===== src/rtl/uart_tx_arbiter.sv =====
// Round-robin arbiter that shares one uart transmitter between NUM_REQ byte producers.
// Accepts one byte, launches it, then holds the transmitter until tx_done or a watchdog expires.
module uart_tx_arbiter #(
    parameter int unsigned NUM_REQ        = 4,
    parameter int unsigned TIMEOUT_CYCLES = 16384
) (
    input  logic                       clk,
    input  logic                       reset,
    input  logic [NUM_REQ-1:0]         req_valid,
    input  logic [NUM_REQ*8-1:0]       req_data,
    output logic [NUM_REQ-1:0]         req_ready,
    output logic                       send_request,
    output logic [7:0]                 tx_data,
    input  logic                       tx_busy,
    input  logic                       tx_done,
    output logic [$clog2(NUM_REQ)-1:0] grant_id,
    output logic                       active,
    output logic                       timeout_err
);

    localparam int unsigned GW = $clog2(NUM_REQ);
    localparam int unsigned CW = $clog2(TIMEOUT_CYCLES);
    localparam logic [CW-1:0] CNT_LAST = CW'(TIMEOUT_CYCLES - 1);
    localparam logic [GW-1:0] GRANT_RST = GW'(NUM_REQ - 1);

    typedef enum logic [1:0] {
        S_IDLE      = 2'd0,
        S_LAUNCH    = 2'd1,
        S_WAIT_DONE = 2'd2
    } state_t;

    state_t        r_state;
    state_t        w_state_nxt;
    logic [GW-1:0] r_last_grant;
    logic [GW-1:0] r_grant_id;
    logic [7:0]    r_tx_data;
    logic [CW-1:0] r_cnt;
    logic [GW-1:0] w_winner;
    logic [GW-1:0] w_idx;
    logic          w_found;
    logic [7:0]    w_win_data;

    // Search for the first valid requester starting just after the last grant.
    always_comb begin
        w_winner = '0;
        w_found  = 1'b0;
        w_idx    = '0;
        for (int unsigned k = 1; k <= NUM_REQ; k++) begin
            w_idx = GW'((32'(r_last_grant) + k) % NUM_REQ);
            if (!w_found && req_valid[w_idx]) begin
                w_found  = 1'b1;
                w_winner = w_idx;
            end
        end
    end

    assign w_win_data = req_data[32'(w_winner)*8 +: 8];

    always_ff @(posedge clk) begin
        if (reset) begin
            r_state <= S_IDLE;
        end else begin
            r_state <= w_state_nxt;
        end
    end

    // Next state plus the handshake strobes; strobes are held low while reset is high.
    always_comb begin
        w_state_nxt  = r_state;
        req_ready    = '0;
        send_request = 1'b0;
        timeout_err  = 1'b0;
        case (r_state)
            S_IDLE: begin
                if (w_found) begin
                    req_ready[w_winner] = !reset;
                    w_state_nxt         = S_LAUNCH;
                end
            end
            S_LAUNCH: begin
                if (!tx_busy) begin
                    send_request = !reset;
                    w_state_nxt  = S_WAIT_DONE;
                end
            end
            S_WAIT_DONE: begin
                if (tx_done) begin
                    w_state_nxt = S_IDLE;
                end else if (r_cnt == CNT_LAST) begin
                    timeout_err = !reset;
                    w_state_nxt = S_IDLE;
                end
            end
            default: w_state_nxt = S_IDLE;
        endcase
    end

    // Capture the accepted byte and its owner; run the saturating watchdog counter.
    always_ff @(posedge clk) begin
        if (reset) begin
            r_last_grant <= GRANT_RST;
            r_grant_id   <= '0;
            r_tx_data    <= 8'h00;
            r_cnt        <= '0;
        end else begin
            if (r_state == S_IDLE && w_found) begin
                r_tx_data    <= w_win_data;
                r_grant_id   <= w_winner;
                r_last_grant <= w_winner;
            end
            if (r_state == S_LAUNCH) begin
                r_cnt <= '0;
            end else if (r_state == S_WAIT_DONE && r_cnt != CNT_LAST) begin
                r_cnt <= r_cnt + CW'(1);
            end
        end
    end

    assign tx_data  = r_tx_data;
    assign grant_id = r_grant_id;
    assign active   = (r_state != S_IDLE);

endmodule


===== config.mk =====
export PLATFORM = sky130hd
export DESIGN_NAME = uart_tx_arbiter
export DESIGN_NICKNAME = d
export VERILOG_FILES = /design/src/rtl/uart_tx_arbiter.sv
export SDC_FILE = /design/constraint.sdc
export NUM_CORES = 1
export LEC_CHECK = 0
export CORE_MARGIN = 2
export CORE_UTILIZATION = 40
export DETAILED_ROUTE_END_ITERATION = 7
export GPL_ROUTABILITY_DRIVEN = 0
export PLACE_DENSITY_LB_ADDON = 0.12
export RECOVER_POWER = 100
export SLEW_MARGIN = 20
export SYNTH_ARGS = -nofsm -noshare
export SYNTH_HDL_FRONTEND = slang
export SYNTH_SLANG_ARGS = --single-unit
export TNS_END_PERCENT = 5

===== constraint.sdc =====
create_clock -name clk -period 2.7 [get_ports clk]
set_input_delay 0.405 -clock clk [delete_from_list [all_inputs] [get_ports clk]]
set_output_delay 0.405 -clock clk [all_outputs]
set_load 0.02 [all_outputs]

==> flow_metrics.tcl, run 1 <==
set metrics [dict create \
    fin_skew_ns 0.00249 \
    pwr_density_cell_nw_per_um2 468 \
    startpoint_type "input port" \
    cts_tree "done" \
    end_kind "primary output" \
    tightest_slew_ns 0.851 \
    grt_pass1_vias 1464 \
    die_area_um2 4350 \
    drt-pass1-iter-count 4 \
    io_buffer_count 56 \
    grt_max_degree 15 \
    track_usage_pct 18.9 \
    grt_util_met2_pct 33.3 \
    layout.cells.most_common "clkdlybuf4s50_1" \
    drc_errors 0 \
    core.rowCount 22 \
    core_um2 3690 \
    ys_seq_elements 28 \
    critPathBufInv 2 \
    wire_per_inst_um 14.3 \
    hp-class "register to register" \
    clkTransAtPathRegs_ns 0.09 \
    num_vias 1444 \
    max_freq_mhz 388 \
    crit_family "buffers and inverters" \
    syn_area_um2 1540 \
    htree_levels 1 \
    viasPerCell 5.29 \
    die_w_um 66.0 \
    yosysUniqueCellTypes 46 \
    drv_cap 0 \
    grt.busiest_layer "met2" \
    crit_type "input port to primary output" \
    grt_first_pass_wirelength_um 6450 \
    grt.met3_usage_pct 3.07 \
    clk_latency_ns 0.26 \
    power.leakage_uw 0.000881 \
    die_h_um 66.0 \
    post-route-util_pct 60.3 \
    finalSetupViolCount 0 \
    dp_hpwl_um 3190 \
    routed_wl_um 3900 \
    io_pins 57 \
    status "finished, final reports clean" \
    drive_gt1_share_pct 9.78 \
    tns_ns 0 \
    start_util_pct 41.7 \
    max_slew_margin_pct 42.8 \
    required_ns 2.30 \
    numCtsBuffers 3 \
    max_stage_delay_ns 0.67 \
    synthCells 163 \
    synth_nets 204 \
    syn_to_final_growth_pct 44.9 \
    layout_common_cells "clkdlybuf4s50_1 (38), dfxtp_1 (28), nor2_1 (19)" \
    path_cells "dlygate4sd3_1, nor2_1, nand2_1, nor3_1, clkdlybuf4s50_1" \
    period_minus_slack_ns 2.58 \
    rsz0062_at_grt "false" \
    reg2reg_from "r_last_grant[0]" \
    clk_path_buf_depth 2 \
    root_buffer "clkbuf_8" \
    ys_seq_area_share_pct 36.5 \
    grt_use_met1_pct 23.5 \
    slew_viol_final 0 \
    ir_drop_mv 0.254 \
    syn_avg_cell_area_um2 9.43 \
    finalCritPeriodShare_pct 95.4 \
    arrival_ns 2.17 \
    startpoint "reset" \
    first_iter_violations 59 \
    grt.overflow.total 0 \
    antenna_found_initial 0 \
    yosys_warnings 0 \
    fin_nets 268 \
    hold_viol 0 \
    crit_slowest_cell "dlygate4sd3_1" \
    n_antenna_cell 0 \
    worst-path-max-fanout 8 \
    cts.sinks 28 \
    final_antenna_net_count 0 \
    worstHoldStart "grant_id[1]" \
]
[Yosys cell counts (all sizes together)]
library cell / instances / share of area [%]
a2111oi: 1 / 0.57
a211o: 1 / 0.57
a211oi: 4 / 2.0
a21bo: 6 / 3.9
a21boi: 1 / 0.49
a21o: 2 / 0.98
a21oi: 8 / 2.6
a221oi: 1 / 0.57
a22o: 2 / 1.1
a31oi: 1 / 0.41
and2: 1 / 0.41
and3: 3 / 1.5
and4: 1 / 0.57
and4b: 1 / 0.65
buf: 3 / 1.3
clkbuf: 4 / 0.98
clkinv: 1 / 0.24
dfxtp: 28 / 36
ha: 1 / 0.81
inv: 3 / 0.73
mux4: 8 / 12
nand2: 9 / 2.2
nand2b: 4 / 1.6
nand3: 11 / 3.6
nand3b: 1 / 0.49
nand4: 2 / 0.81
nor2: 19 / 4.6
nor2b: 4 / 1.6
nor3: 6 / 2.0
nor3b: 2 / 0.98
nor4: 1 / 0.41
nor4b: 1 / 0.57
nor4bb: 2 / 1.3
o21a: 2 / 0.98
o21ai: 2 / 0.65
o311a: 1 / 0.65
o311ai: 1 / 0.57
o32a: 1 / 0.73
o32ai: 1 / 0.57
or2: 2 / 0.81
xnor2: 10 / 5.7
[area by class of cell]
type	instances	area, µm²
clock buffers	3	41.3
fillers	354	1460
inverters	4	15.0
multi-input cells	124	926
flip-flops and latches	28	561
well taps	48	60.1
repair buffers	66	623
[registers in the layout, summed over array words and instances (netlist names)]
| signal | cells |
|---|---|
| tx_data | 8 |
| r_last_grant | 2 |
| r_cnt | 14 |
| grant_id | 2 |
| r_state | 2 |
[power by group]
part	internal [µW]	leakage, µW	total (µW)	switching (µW)
clock network	99.9	0.0000216	220	121
logic	201	0.000631	354	153
registers	444	0.000229	466	22.0
total	745	0.000881	1040	296
[cell families after synthesis]
| kind of cell | count (synthesis) | synth area share, % |
|---|---|---|
| AO/OA/AOI/OAI | 35 | 17.3 |
| multiplexers | 8 | 12.2 |
| flip-flops | 28 | 36.5 |
| XOR/XNOR | 10 | 5.70 |
| AND/OR/NAND/NOR | 70 | 24.2 |
| adder cells (fa/ha/maj) | 1 | 0.814 |
| buffers and inverters | 11 | 3.26 |
[routing by layer]
metal | up-vias | wire length (µm)
li1 | 735 | -
met1 | 663 | 1690
met2 | 42 | 1990
met3 | 4 | 158
met4 | 0 | 54
met5 | - | 0
[timing repair]
| action | CTS | global route |
|---|---|---|
| setup buffers | 0 | 0 |
| gates resized for setup | 4 | 0 |
| hold buffers | 0 | 0 |
| setup endpoints to repair | 4 | 0 |
[worst min-delay path: cells and delay by family (launching register included)]
| family | cells | cell delay [ns] |
|---|---|---|
| AND/OR/NAND/NOR | 1 | 0.07 |
| AO/OA/AOI/OAI | 1 | 0.06 |
| flip-flops | 1 | 0.34 |
[worst paths after layout]
check                 to  slack [ns]  cells after the start
min          grant_id[1]        0.50                      2
max reg2reg   tx_data[7]        0.61                      6
max          timeout_err        0.12                      5
min reg2reg  grant_id[1]        0.50                      2
[through the flow]
stage          area (µm²)  power [µW]  instances  hold slack [ns]  worst slack, ns
3_5_place_dp         2200         848        270            0.484           -0.110
6_report             2230        1040        273            0.497            0.123
3_3_place_gp         2200         842        270            0.467          -0.0302
2_1_floorplan        1540         676        163            0.475            0.539
4_1_cts              2230        1070        273            0.507            0.159
5_1_grt              2230        1100        273            0.531           0.0304
Note: power is estimated with default switching activity, not from simulation.
==> run 2, diff against run 1 <==
--- a/config.mk
+++ b/config.mk
@@ -5,7 +5,7 @@
 export SDC_FILE = /design/constraint.sdc
 export NUM_CORES = 1
 export LEC_CHECK = 0
-export CORE_MARGIN = 2
+export ABC_CLOCK_PERIOD_IN_PS = 2700
 export CORE_UTILIZATION = 40
 export DETAILED_ROUTE_END_ITERATION = 7
 export GPL_ROUTABILITY_DRIVEN = 0
==> run 2 against run 1 <==
Net effect: first-iteration DRC count shrank 19%; sequential share of layout area shrank 0.17 points; combinational power shrank 3%; worst hold slack gained 0.025 ns; final cell count grew 0.37%; fmax grew 2.3%; sequential power is essentially flat; via count grew 1.8%; final area grew 0.67%; global-route usage grew 0.48 points; register-to-register slack lost 0.07 ns.
==> flow_metrics.tcl, run 2 (synthesized netlist as in run 1, its figures left out) <==
set metrics [dict create \
    status "finished, final reports clean" \
    largest_register_ffs 14 \
    slew_viol_final 0 \
    finalCritPeriodShare_pct 93.3 \
    end_kind "primary output" \
    io_buffer_count 56 \
    layout_common_cells "clkdlybuf4s50_1 (38), dfxtp_1 (28), nor2_1 (19)" \
    rsz0062_at_grt "false" \
    start_util_pct 42.0 \
    cts_setup_buffers 0 \
    grt_max_degree 17 \
    root_buffer "clkbuf_8" \
    multi_input_area_um2 926 \
    fin_nets 268 \
    path_cells "clkdlybuf4s50_1, o21a_1, a211oi_1, clkbuf_2, nand2_1, nor2_1, dlygate4sd2_1" \
    placed_area_um2 2200 \
    die_h_um 64.0 \
    place_ws_ns -0.0613 \
    io_pins 57 \
    n_antenna_cell 0 \
    finalSetupViolCount 0 \
    wire_per_inst_um 13.9 \
    clk_latency_ns 0.28 \
    routed_wl_um 3800 \
    fillers 323 \
    clkTransAtPathRegs_ns 0.10 \
    crit_slowest_cell "clkdlybuf4s50_1" \
    fin_skew_ns 0.00178 \
    max_slew_margin_pct 37.7 \
    worst_slack_ns 0.180 \
    grt.overflow.total 0 \
    cts.sinks 28 \
    grt_first_pass_wirelength_um 6190 \
    tightest_slew_ns 0.927 \
    die_area_um2 4090 \
    antenna_found_initial 0 \
    max_freq_mhz 397 \
    max_stage_delay_ns 0.48 \
    ir_drop_mv 0.355 \
    required_ns 2.30 \
    drc_errors 0 \
    die_w_um 64.0 \
    syn_to_final_growth_pct 45.8 \
    core.rowCount 22 \
    drv_cap 0 \
    worst-path-max-fanout 7 \
    dp_hpwl_um 3050 \
    power.leakage_uw 0.000887 \
    startpoint_type "input port" \
    arrival_ns 2.11 \
    fin_area_um2 2240 \
    track_usage_pct 19.4 \
    regArea_um2 561 \
    crit_type "input port to primary output" \
    drive_gt1_share_pct 9.73 \
    hp-class "register to register" \
    htree_levels 1 \
    clk_path_buf_depth 2 \
    viasPerCell 5.36 \
    period_minus_slack_ns 2.52 \
    pwr_density_cell_nw_per_um2 513 \
    layout.cells.most_common "clkdlybuf4s50_1" \
    numCtsBuffers 3 \
    cts_tree "done" \
    drt-pass1-iter-count 5 \
    ctsHoldBuffers 0 \
    top_register "r_cnt" \
    final_antenna_net_count 0 \
    tns_ns 0 \
    hold_viol 0 \
    num_vias 1470 \
    first_iter_violations 48 \
    core_um2 3660 \
    grt_pass1_vias 1437 \
]
run 2: changes by cell type in the layout (fill, tap and decap cells not counted), sizes merged:
| cell | delta |
|---|---|
| clkbuf | +5 |
| bufinv | +1 |
| buf | -4 |
| dlygate4sd3 | -1 |
run 2: what timing repair did:
| action | CTS | global route |
|---|---|---|
| setup endpoints to repair | 4 | 1 |
| gates resized for setup | 4 | 1 |
| hold endpoints to repair | 0 | 0 |
run 2: worst max-delay path, delay by kind of cell:
family	cells	cell delay, ns
buffers and inverters	3	1.04
AO/OA/AOI/OAI	2	0.48
AND/OR/NAND/NOR	2	0.18
run 2: report_power, final:
group | switching (µW) | total (µW) | internal (µW) | leakage (µW)
registers | 21.8 | 466 | 444 | 0.000229
logic | 152 | 345 | 193 | 0.000623
clock network | 139 | 338 | 199 | 0.0000357
run 2: cell type report:
type                    count  share of cell area (%)
multi-input cells         124                    41.3
repair buffers             66                    27.1
flip-flops and latches     28                    25.0
well taps                  48                    2.68
clock buffers               3                    1.84
clock inverters             1                    1.34
inverters                   4                   0.670
run 2: stage by stage:
stage	hold WS, ns	power (µW)	cells	util, %
4_1_cts	0.524	1180	274	61.8
2_1_floorplan	0.475	676	163	-
5_1_grt	0.564	1200	274	61.2
3_5_place_dp	0.500	846	270	60.0
3_3_place_gp	0.467	839	270	60.0
6_report	0.522	1150	274	61.2
run 2: layer usage:
layer | share of wire, % | GRT usage (%)
met1 | 43 | 22.8
met5 | 0 | 0
met4 | 1.3 | 6.82
met3 | 4.3 | 4.11
met2 | 52 | 34.4
run 2: worst paths after layout:
check                                     start            to  slack [ns]  cells after the start
worst max-delay path               req_valid[1]  req_ready[3]        0.18                      7
worst min-delay path                   r_cnt[8]      r_cnt[8]        0.52                      2
worst max register to register  r_last_grant[0]    tx_data[0]        0.54                      6
worst min register to register         r_cnt[8]      r_cnt[8]        0.52                      2
